--- config.mk ---
export PLATFORM = sky130hd
export DESIGN_NAME = sram_access_arbiter
export DESIGN_NICKNAME = d
export VERILOG_FILES = /design/src/rtl/sram_access_arbiter.sv
export SDC_FILE = /design/constraint.sdc
export NUM_CORES = 1
export LEC_CHECK = 0
export ABC_AREA = 1
export CORE_MARGIN = 3
export CORE_UTILIZATION = 45
export CTS_CLUSTER_DIAMETER = 200
export CTS_CLUSTER_SIZE = 20
export DETAILED_ROUTE_END_ITERATION = 16
export PLACE_DENSITY = 0.92
export SKIP_LAST_GASP = 1
export SYNTH_ARGS = -nofsm -noshare
export SYNTH_HDL_FRONTEND = slang
export SYNTH_SLANG_ARGS = --single-unit
--- constraint.sdc ---
create_clock -name iCLK -period 6.49 [get_ports iCLK]
set_clock_uncertainty 0.05 [all_clocks]
set_input_delay 0.9735 -clock iCLK [delete_from_list [all_inputs] [get_ports iCLK]]
set_output_delay 0.9735 -clock iCLK [all_outputs]
set_load 0.02 [all_outputs]
--- src/rtl/sram_access_arbiter.sv ---
// Two-requester arbiter for the single async SRAM frame buffer: display reads have priority,
// the walker is forced in after STARVE_MAX consecutive display grants; all outputs registered.
module sram_access_arbiter #(
  parameter int ADDR_W     = 20,
  parameter int DATA_W     = 16,
  parameter int STARVE_MAX = 4
) (
  input  logic              iCLK,
  input  logic              iRST,
  input  logic              iDisp_req,
  input  logic [ADDR_W-1:0] iDisp_addr,
  output logic [DATA_W-1:0] oDisp_data,
  output logic              oDisp_valid,
  input  logic              iWlk_req,
  input  logic              iWlk_we,
  input  logic [ADDR_W-1:0] iWlk_addr,
  input  logic [DATA_W-1:0] iWlk_wdata,
  output logic              oWlk_ack,
  output logic [DATA_W-1:0] oWlk_rdata,
  output logic              oWlk_rvalid,
  output logic [ADDR_W-1:0] oSRAM_ADDR,
  output logic [DATA_W-1:0] oSRAM_DQ_OUT,
  output logic              oSRAM_DQ_OE,
  input  logic [DATA_W-1:0] iSRAM_DQ_IN,
  output logic              oSRAM_WE_N,
  output logic              oSRAM_OE_N,
  output logic [1:0]        oOwner
);

  typedef enum logic [2:0] {
    IDLE    = 3'd0,
    RD_DISP = 3'd1,
    RD_WLK  = 3'd2,
    WR_WLK  = 3'd3,
    WR_TURN = 3'd4
  } state_t;

  localparam logic [3:0] STARVE_LIM = 4'(STARVE_MAX);

  state_t              state_q, state_d;
  logic [3:0]          starve_q, starve_d;
  logic [1:0]          owner_q, owner_d;
  logic                ack_q, ack_d;
  logic                disp_vld_q, disp_vld_d;
  logic                wlk_rvld_q, wlk_rvld_d;
  logic [DATA_W-1:0]   disp_data_q, disp_data_d;
  logic [DATA_W-1:0]   wlk_rdata_q, wlk_rdata_d;
  logic [ADDR_W-1:0]   addr_q, addr_d;
  logic [DATA_W-1:0]   dq_out_q, dq_out_d;
  logic                dq_oe_q, dq_oe_d;
  logic                we_n_q, we_n_d;
  logic                oe_n_q, oe_n_d;
  logic                wlk_elig;

  // A request still high during its own ack cycle must not be granted twice.
  assign wlk_elig = iWlk_req & ~ack_q;

  always_comb begin
    state_d     = state_q;
    starve_d    = wlk_elig ? starve_q : 4'd0;
    ack_d       = 1'b0;
    disp_vld_d  = 1'b0;
    wlk_rvld_d  = 1'b0;
    disp_data_d = disp_data_q;
    wlk_rdata_d = wlk_rdata_q;
    addr_d      = addr_q;
    dq_out_d    = dq_out_q;
    dq_oe_d     = 1'b0;
    we_n_d      = 1'b1;
    oe_n_d      = 1'b1;

    if (state_q == RD_DISP) begin
      disp_data_d = iSRAM_DQ_IN;
      disp_vld_d  = 1'b1;
    end
    if (state_q == RD_WLK) begin
      wlk_rdata_d = iSRAM_DQ_IN;
      wlk_rvld_d  = 1'b1;
    end

    if (state_q == WR_WLK) begin
      state_d = WR_TURN;
    end else if (wlk_elig && (starve_q == STARVE_LIM || !iDisp_req)) begin
      starve_d = 4'd0;
      ack_d    = 1'b1;
      addr_d   = iWlk_addr;
      if (iWlk_we) begin
        state_d  = WR_WLK;
        dq_out_d = iWlk_wdata;
        dq_oe_d  = 1'b1;
        we_n_d   = 1'b0;
      end else begin
        state_d = RD_WLK;
        oe_n_d  = 1'b0;
      end
    end else if (iDisp_req) begin
      state_d = RD_DISP;
      addr_d  = iDisp_addr;
      oe_n_d  = 1'b0;
      if (wlk_elig && starve_q != STARVE_LIM) starve_d = starve_q + 4'd1;
    end else begin
      state_d = IDLE;
    end

    owner_d = (state_d == WR_TURN) ? 2'b11 : state_d[1:0];
  end

  // Async reset drops WE_N/DQ_OE immediately, even in the middle of a write.
  always_ff @(posedge iCLK or posedge iRST) begin
    if (iRST) begin
      state_q     <= IDLE;
      starve_q    <= 4'd0;
      owner_q     <= 2'b00;
      ack_q       <= 1'b0;
      disp_vld_q  <= 1'b0;
      wlk_rvld_q  <= 1'b0;
      disp_data_q <= '0;
      wlk_rdata_q <= '0;
      addr_q      <= '0;
      dq_out_q    <= '0;
      dq_oe_q     <= 1'b0;
      we_n_q      <= 1'b1;
      oe_n_q      <= 1'b1;
    end else begin
      state_q     <= state_d;
      starve_q    <= starve_d;
      owner_q     <= owner_d;
      ack_q       <= ack_d;
      disp_vld_q  <= disp_vld_d;
      wlk_rvld_q  <= wlk_rvld_d;
      disp_data_q <= disp_data_d;
      wlk_rdata_q <= wlk_rdata_d;
      addr_q      <= addr_d;
      dq_out_q    <= dq_out_d;
      dq_oe_q     <= dq_oe_d;
      we_n_q      <= we_n_d;
      oe_n_q      <= oe_n_d;
    end
  end

  assign oDisp_data   = disp_data_q;
  assign oDisp_valid  = disp_vld_q;
  assign oWlk_ack     = ack_q;
  assign oWlk_rdata   = wlk_rdata_q;
  assign oWlk_rvalid  = wlk_rvld_q;
  assign oSRAM_ADDR   = addr_q;
  assign oSRAM_DQ_OUT = dq_out_q;
  assign oSRAM_DQ_OE  = dq_oe_q;
  assign oSRAM_WE_N   = we_n_q;
  assign oSRAM_OE_N   = oe_n_q;
  assign oOwner       = owner_q;

endmodule

==> results of run 1 <==
## cell families after synthesis
| logic type | Yosys count | synth area share, % |
|---|---|---|
| compound gates | 39 | 5.66 |
| fa+ha+maj | 2 | 0.711 |
| buf+inv | 75 | 8.89 |
| flops | 82 | 58.4 |
| simple gates | 206 | 26.3 |
## layout make-up
type                    count  area (um2)  area share (%)
repair buffers            153        1530            28.7
clock buffers              12         155            2.92
clock inverters             4        97.6            1.83
inverters                  56         211            3.97
multi-input cells         247        1150            21.6
flip-flops and latches     82        2050            38.6
well taps                  99         124            2.33
## cells in the mapped netlist, types with 2 or more instances
cell,number
clkbuf_1,6
nand2_1,151
nand3_1,25
nand3b_1,20
buf_6,2
dfstp_2,2
inv_1,54
nor2_1,2
dfrtp_1,80
ha_1,2
inv_2,2
o21ai_1,11
a21oi_1,4
o21ai_0,23
nor3_2,2
buf_2,10
## critical path, cell delays in order
cell and delay, ns:
clkdlybuf4s50_1 0.48, inv_1 0.05, nor2_2 0.76, nand2_4 0.36, nor2_8 0.32, inv_2 0.20
nand2_1 0.11, nand2_1 0.06
## final timing paths
path,from,endpoint,slack (ns),cells past startpoint
setup / recovery,iWlk_req,oSRAM_DQ_OUT[2]$_DFFE_PP0P_,3.35,8
hold / removal,oSRAM_DQ_OUT[6]$_DFFE_PP0P_,oSRAM_DQ_OUT[6]$_DFFE_PP0P_,0.43,2
setup reg to reg,state_q[1]$_DFF_PP0_,oSRAM_DQ_OUT[2]$_DFFE_PP0P_,4.00,6
hold reg to reg,oSRAM_DQ_OUT[6]$_DFFE_PP0P_,oSRAM_DQ_OUT[6]$_DFFE_PP0P_,0.43,2
min in group asynchronous,iRST,oSRAM_ADDR[11]$_DFFE_PP0P_,1.24,3
max in group asynchronous,iRST,oSRAM_DQ_OUT[14]$_DFFE_PP0P_,4.51,3
## metrics by stage
step | instances | area, um2 | utilization (%) | worst slack [ns]
final | 653 | 5320 | 71.8 | 3.35
after global routing | 653 | 5320 | 71.8 | 3.12
after CTS | 653 | 5320 | 71.8 | 3.34
after detailed placement | 637 | 5070 | 68.4 | 2.99
after global placement | 637 | 5070 | 68.4 | 3.09
after floorplan | 404 | 3520 | - | 3.36
## sequential cells by signal, indices dropped and copies added (netlist names)
| register | cells |
|---|---|
| oDisp_data | 16 |
| oDisp_valid | 1 |
| oOwner | 2 |
| oSRAM_ADDR | 20 |
| oSRAM_DQ_OE | 1 |
| oSRAM_DQ_OUT | 16 |
| oSRAM_OE_N | 1 |
| oSRAM_WE_N | 1 |
| oWlk_rdata | 16 |
| oWlk_rvalid | 1 |
| starve_q | 4 |
| state_q | 3 |
## layer usage
layer | routed length (um) | up-vias | global-route usage, %
met1 | 3940 | 1511 | 28.1
met4 | 280 | 0 | 9.39
met2 | 4850 | 139 | 37.4
met3 | 705 | 25 | 4.70
li1 | - | 1533 | -
met5 | 0 | - | 0
## report_power, final
part	total, mW	switching, mW	internal [mW]
Clock	0.451	0.174	0.277
Combinational	0.460	0.240	0.220
Sequential	0.645	0.0498	0.595
==> impl_metrics.ini, run 1 <==
[status]
run_status = finished, final reports clean

[sta]
maxSlewHeadroom_pct = 32.2
rsz0062_at_grt = no
fin_hold_ws_ns = 0.427
clock.fmax_mhz = 319
worst_slew_pin_slew_ns = 1.02
final.setup.tns_ns = 0
final_max_slew_viol_count = 0
setup_viol = 0
final-hold-violation-count = 0
finalCriticalPeriod_ns = 3.14
fin_crit_sh_pct = 48.3

[power_and_ir_drop]
power.leakage_nw = 2.62
power_per_cell_area_nw_per_um2 = 292
vdd_drop_max_v = 0.000133
power.total_mw = 1.56

[drt]
ant_nets = 0
drt-pass1-iter-count = 7
vias = 3208
vias_per_cell = 4.91
post_drt_wl_per_cell_um = 15.0
drt_iter0_markers = 127
drc = 0
wl_um = 9770

[cts]
cts.sinks = 82
clk_pin_slew_ns = 0.08
cts_hold_buf = 0
cts_tree = done
htreeDepth = 3
root_buffer = clkbuf_8
post_cts.repair.setup_buffers = 0
clk_path_buf_depth = 2
cts-buffers-inserted = 9
clock_latency_ns = 0.34
cts-resized-gates = 0

[yosys]
ys_async_sr_fraction_pct = 100
synth-seq-area-share_pct = 58.4
synth_area_leaders = dfrtp_1 (57%), nand2_1 (16%), inv_1 (5.8%)
synth.avg_cell_area_um2 = 8.71
syn_nets = 483
yosysTopAreaCell = dfrtp_1
ys_ff_latch = 82
syn_inst = 404
ys_warn_count = 0
ys_dominant_reg_cell = dfrtp_1
synth_top_cell_area_share_pct = 56.9
ys_types = 24
synth_area_um2 = 3520
synth_edf_count = 0

[worst_setup_path]
required_ns = 6.67
critPathCaptureType = register
cp.arrival_ns = 3.32
crit_type = input pin to register
startpoint_type = input pin
crit_fanout = 24

[floorplanning]
initial_core_util_pct = 47.5
die_height_um = 94.4
coreArea_um2 = 7410
die_x_um = 94.4
die_area_um2 = 8910
placementRows = 31
ios = 153

[place]
io_buffers = 152
dpl.hpwl_um = 6960
place.gp.congestion = 0.825

[global_route]
antenna_found_initial = 0
grt_use_total_pct = 22.3
grt_overflow = 0
grt_max_degree = 83
grt_pass1_wl_um = 15400
grt_pass1_vias = 3229

[final_layout]
mostFrequentLayoutCell = clkdlybuf4s50_1
mostFrequentLayoutCells = clkdlybuf4s50_1 (152), nand2_1 (151), dfrtp_1 (80), inv_1 (53), nand3_1 (25)
nets = 628
antenna_cells = 0
area_growth_syn_to_layout_pct = 51.3
drive_gt1_share_pct = 4.87
fill_cells = 530

[run]
maxCapViolCount = 0

[min_path]
worstHoldPathType = register to register
Power figures use the tool's default switching activity.
==> run 2: changes to the inputs <==
--- a/config.mk
+++ b/config.mk
@@ -7,11 +7,11 @@
 export LEC_CHECK = 0
 export ABC_AREA = 1
 export CORE_MARGIN = 3
-export CORE_UTILIZATION = 45
+export CORE_UTILIZATION = 38
 export CTS_CLUSTER_DIAMETER = 200
 export CTS_CLUSTER_SIZE = 20
 export DETAILED_ROUTE_END_ITERATION = 16
-export PLACE_DENSITY = 0.92
+export PLACE_DENSITY = 0.83
 export SKIP_LAST_GASP = 1
 export SYNTH_ARGS = -nofsm -noshare
 export SYNTH_HDL_FRONTEND = slang
==> constraint.sdc (replaced) <==
create_clock -name iCLK -period 2.6 [get_ports iCLK]
set_clock_uncertainty 0.05 [all_clocks]
set_input_delay 0.39 -clock iCLK [delete_from_list [all_inputs] [get_ports iCLK]]
set_output_delay 0.39 -clock iCLK [all_outputs]
set_load 0.02 [all_outputs]
==> impl_metrics.ini, run 2 (synthesized netlist as in run 1, its figures left out) <==
[global_route]
grt_pass1_vias = 3185
grt_pass1_wl_um = 14600
antenna_found_initial = 0
grt_use_total_pct = 17.7
grt_overflow = 0
grt_max_degree = 33

[worst_setup_path]
cp.arrival_ns = 1.49
slowest_delay_ns = 0.64
crit_cells = 1
critPathBufInv = 1
crit_path_top_delay_cell = clkdlybuf4s50_1
reg2regPathDepth = 9
crit_fanout = 1
crit_type = register to output port
critPathCaptureType = output port
path_cells = clkdlybuf4s50_1
cp_top_family = buffers and inverters
startpoint_type = register
required_ns = 2.16

[run]
maxCapViolCount = 0

[floorplanning]
coreArea_um2 = 8850
die_height_um = 102
die_area_um2 = 10400
placementRows = 34
ios = 153
die_x_um = 102
initial_core_util_pct = 39.7

[sta]
finalCriticalPeriod_ns = 1.93
final-hold-violation-count = 0
setup_viol = 0
final_max_slew_viol_count = 0
fin_crit_sh_pct = 74.1
worst_slew_pin_slew_ns = 0.867
rsz0062_at_grt = no
clock.fmax_mhz = 519
final.setup.tns_ns = 0
maxSlewHeadroom_pct = 42.1

[cts]
post_cts.repair.setup_buffers = 0
clk_pin_slew_ns = 0.09
cts-resized-gates = 0
clock_latency_ns = 0.34
cts_hold_buf = 0
cts.sinks = 82
cts_tree = done
cts-buffers-inserted = 9
clk_path_buf_depth = 2
htreeDepth = 3
root_buffer = clkbuf_8

[final_layout]
largest_reg_flops = 20
drive_gt1_share_pct = 5.72
fill_cells = 766
area_growth_syn_to_layout_pct = 52.0
antenna_cells = 0
stdcell_count = 667
mostFrequentLayoutCells = clkdlybuf4s50_1 (152), nand2_1 (151), dfrtp_1 (80), inv_1 (53), nand3_1 (25)
mostFrequentLayoutCell = clkdlybuf4s50_1
nets = 633

[power_and_ir_drop]
power_per_cell_area_nw_per_um2 = 703
vdd_drop_max_v = 0.000370
power.leakage_nw = 2.64

[place]
io_buffers = 152
place.gp.congestion = 0.803
dpl.hpwl_um = 6930
dp_cells = 651

[drt]
wl_um = 9320
drt-pass1-iter-count = 5
drc = 0
post_drt_wl_per_cell_um = 14.0
ant_nets = 0
drt_iter0_markers = 136
vias_per_cell = 4.75
vias = 3171

[status]
run_status = finished, final reports clean

[min_path]
worstHoldPathType = input pin to async pin
run 2: cell types whose count changed in the layout (fill, tap and decap cells not counted), sizes merged:
cell / before / now
buf: 1 / 6
bufinv: 3 / 2
clkbuf: 12 / 10
clkinv: 1 / 3
inv: 55 / 56
run 2: where the power goes:
part	internal, mW	switching [mW]	total [mW]
logic	0.557	0.585	1.14
clock network	0.545	0.461	1.01
registers	1.48	0.127	1.61
run 2: per-layer routing:
metal | GRT usage [%] | vias to the layer above | routed length [um]
met5 | 0 | - | 0
met4 | 5.75 | 0 | 80
met2 | 30.9 | 117 | 4900
met1 | 22.3 | 1495 | 3870
li1 | - | 1548 | -
met3 | 2.87 | 11 | 472
run 2: cell type report:
cell class	instances	area (um2)	area share (%)
sequential	82	2050	38.4
clock inverter	6	90.1	1.68
multi-input combinational	247	1150	21.5
inverter	56	211	3.95
tap	108	135	2.53
clock buffer	10	128	2.39
timing repair buffer	158	1580	29.5
run 2: per-stage QoR:
step / total power, mW / hold WS, ns / util, % / cell area, um2 / setup slack [ns]
6_report: 3.76 / 0.342 / 60.4 / 5350 / 0.675
5_1_grt: 3.96 / 0.388 / 60.4 / 5350 / 0.524
3_3_place_gp: 2.75 / 0.410 / 58.0 / 5130 / 0.546
3_5_place_dp: 2.79 / 0.415 / 58.0 / 5130 / 0.483
2_1_floorplan: 2.15 / 0.397 / - / 3520 / 0.0549
4_1_cts: 3.81 / 0.355 / 60.4 / 5350 / 0.652
run 2: final timing paths:
| path | start | end | slack, ns |
|---|---|---|---|
| hold reg to reg | state_q[0]$_DFF_PP0_ | oWlk_rvalid$_DFF_PP0_ | 0.43 |
| max in group asynchronous | iRST | oSRAM_WE_N$_DFF_PP1_ | 1.53 |
| min in group iCLK | state_q[0]$_DFF_PP0_ | oWlk_rvalid$_DFF_PP0_ | 0.43 |
| hold / removal | iRST | oSRAM_ADDR[9]$_DFFE_PP0P_ | 0.34 |
| setup / recovery | oSRAM_OE_N$_DFF_PP1_ | oSRAM_OE_N | 0.67 |
| setup reg to reg | starve_q[0]$_DFF_PP0_ | oSRAM_DQ_OUT[11]$_DFFE_PP0P_ | 0.69 |
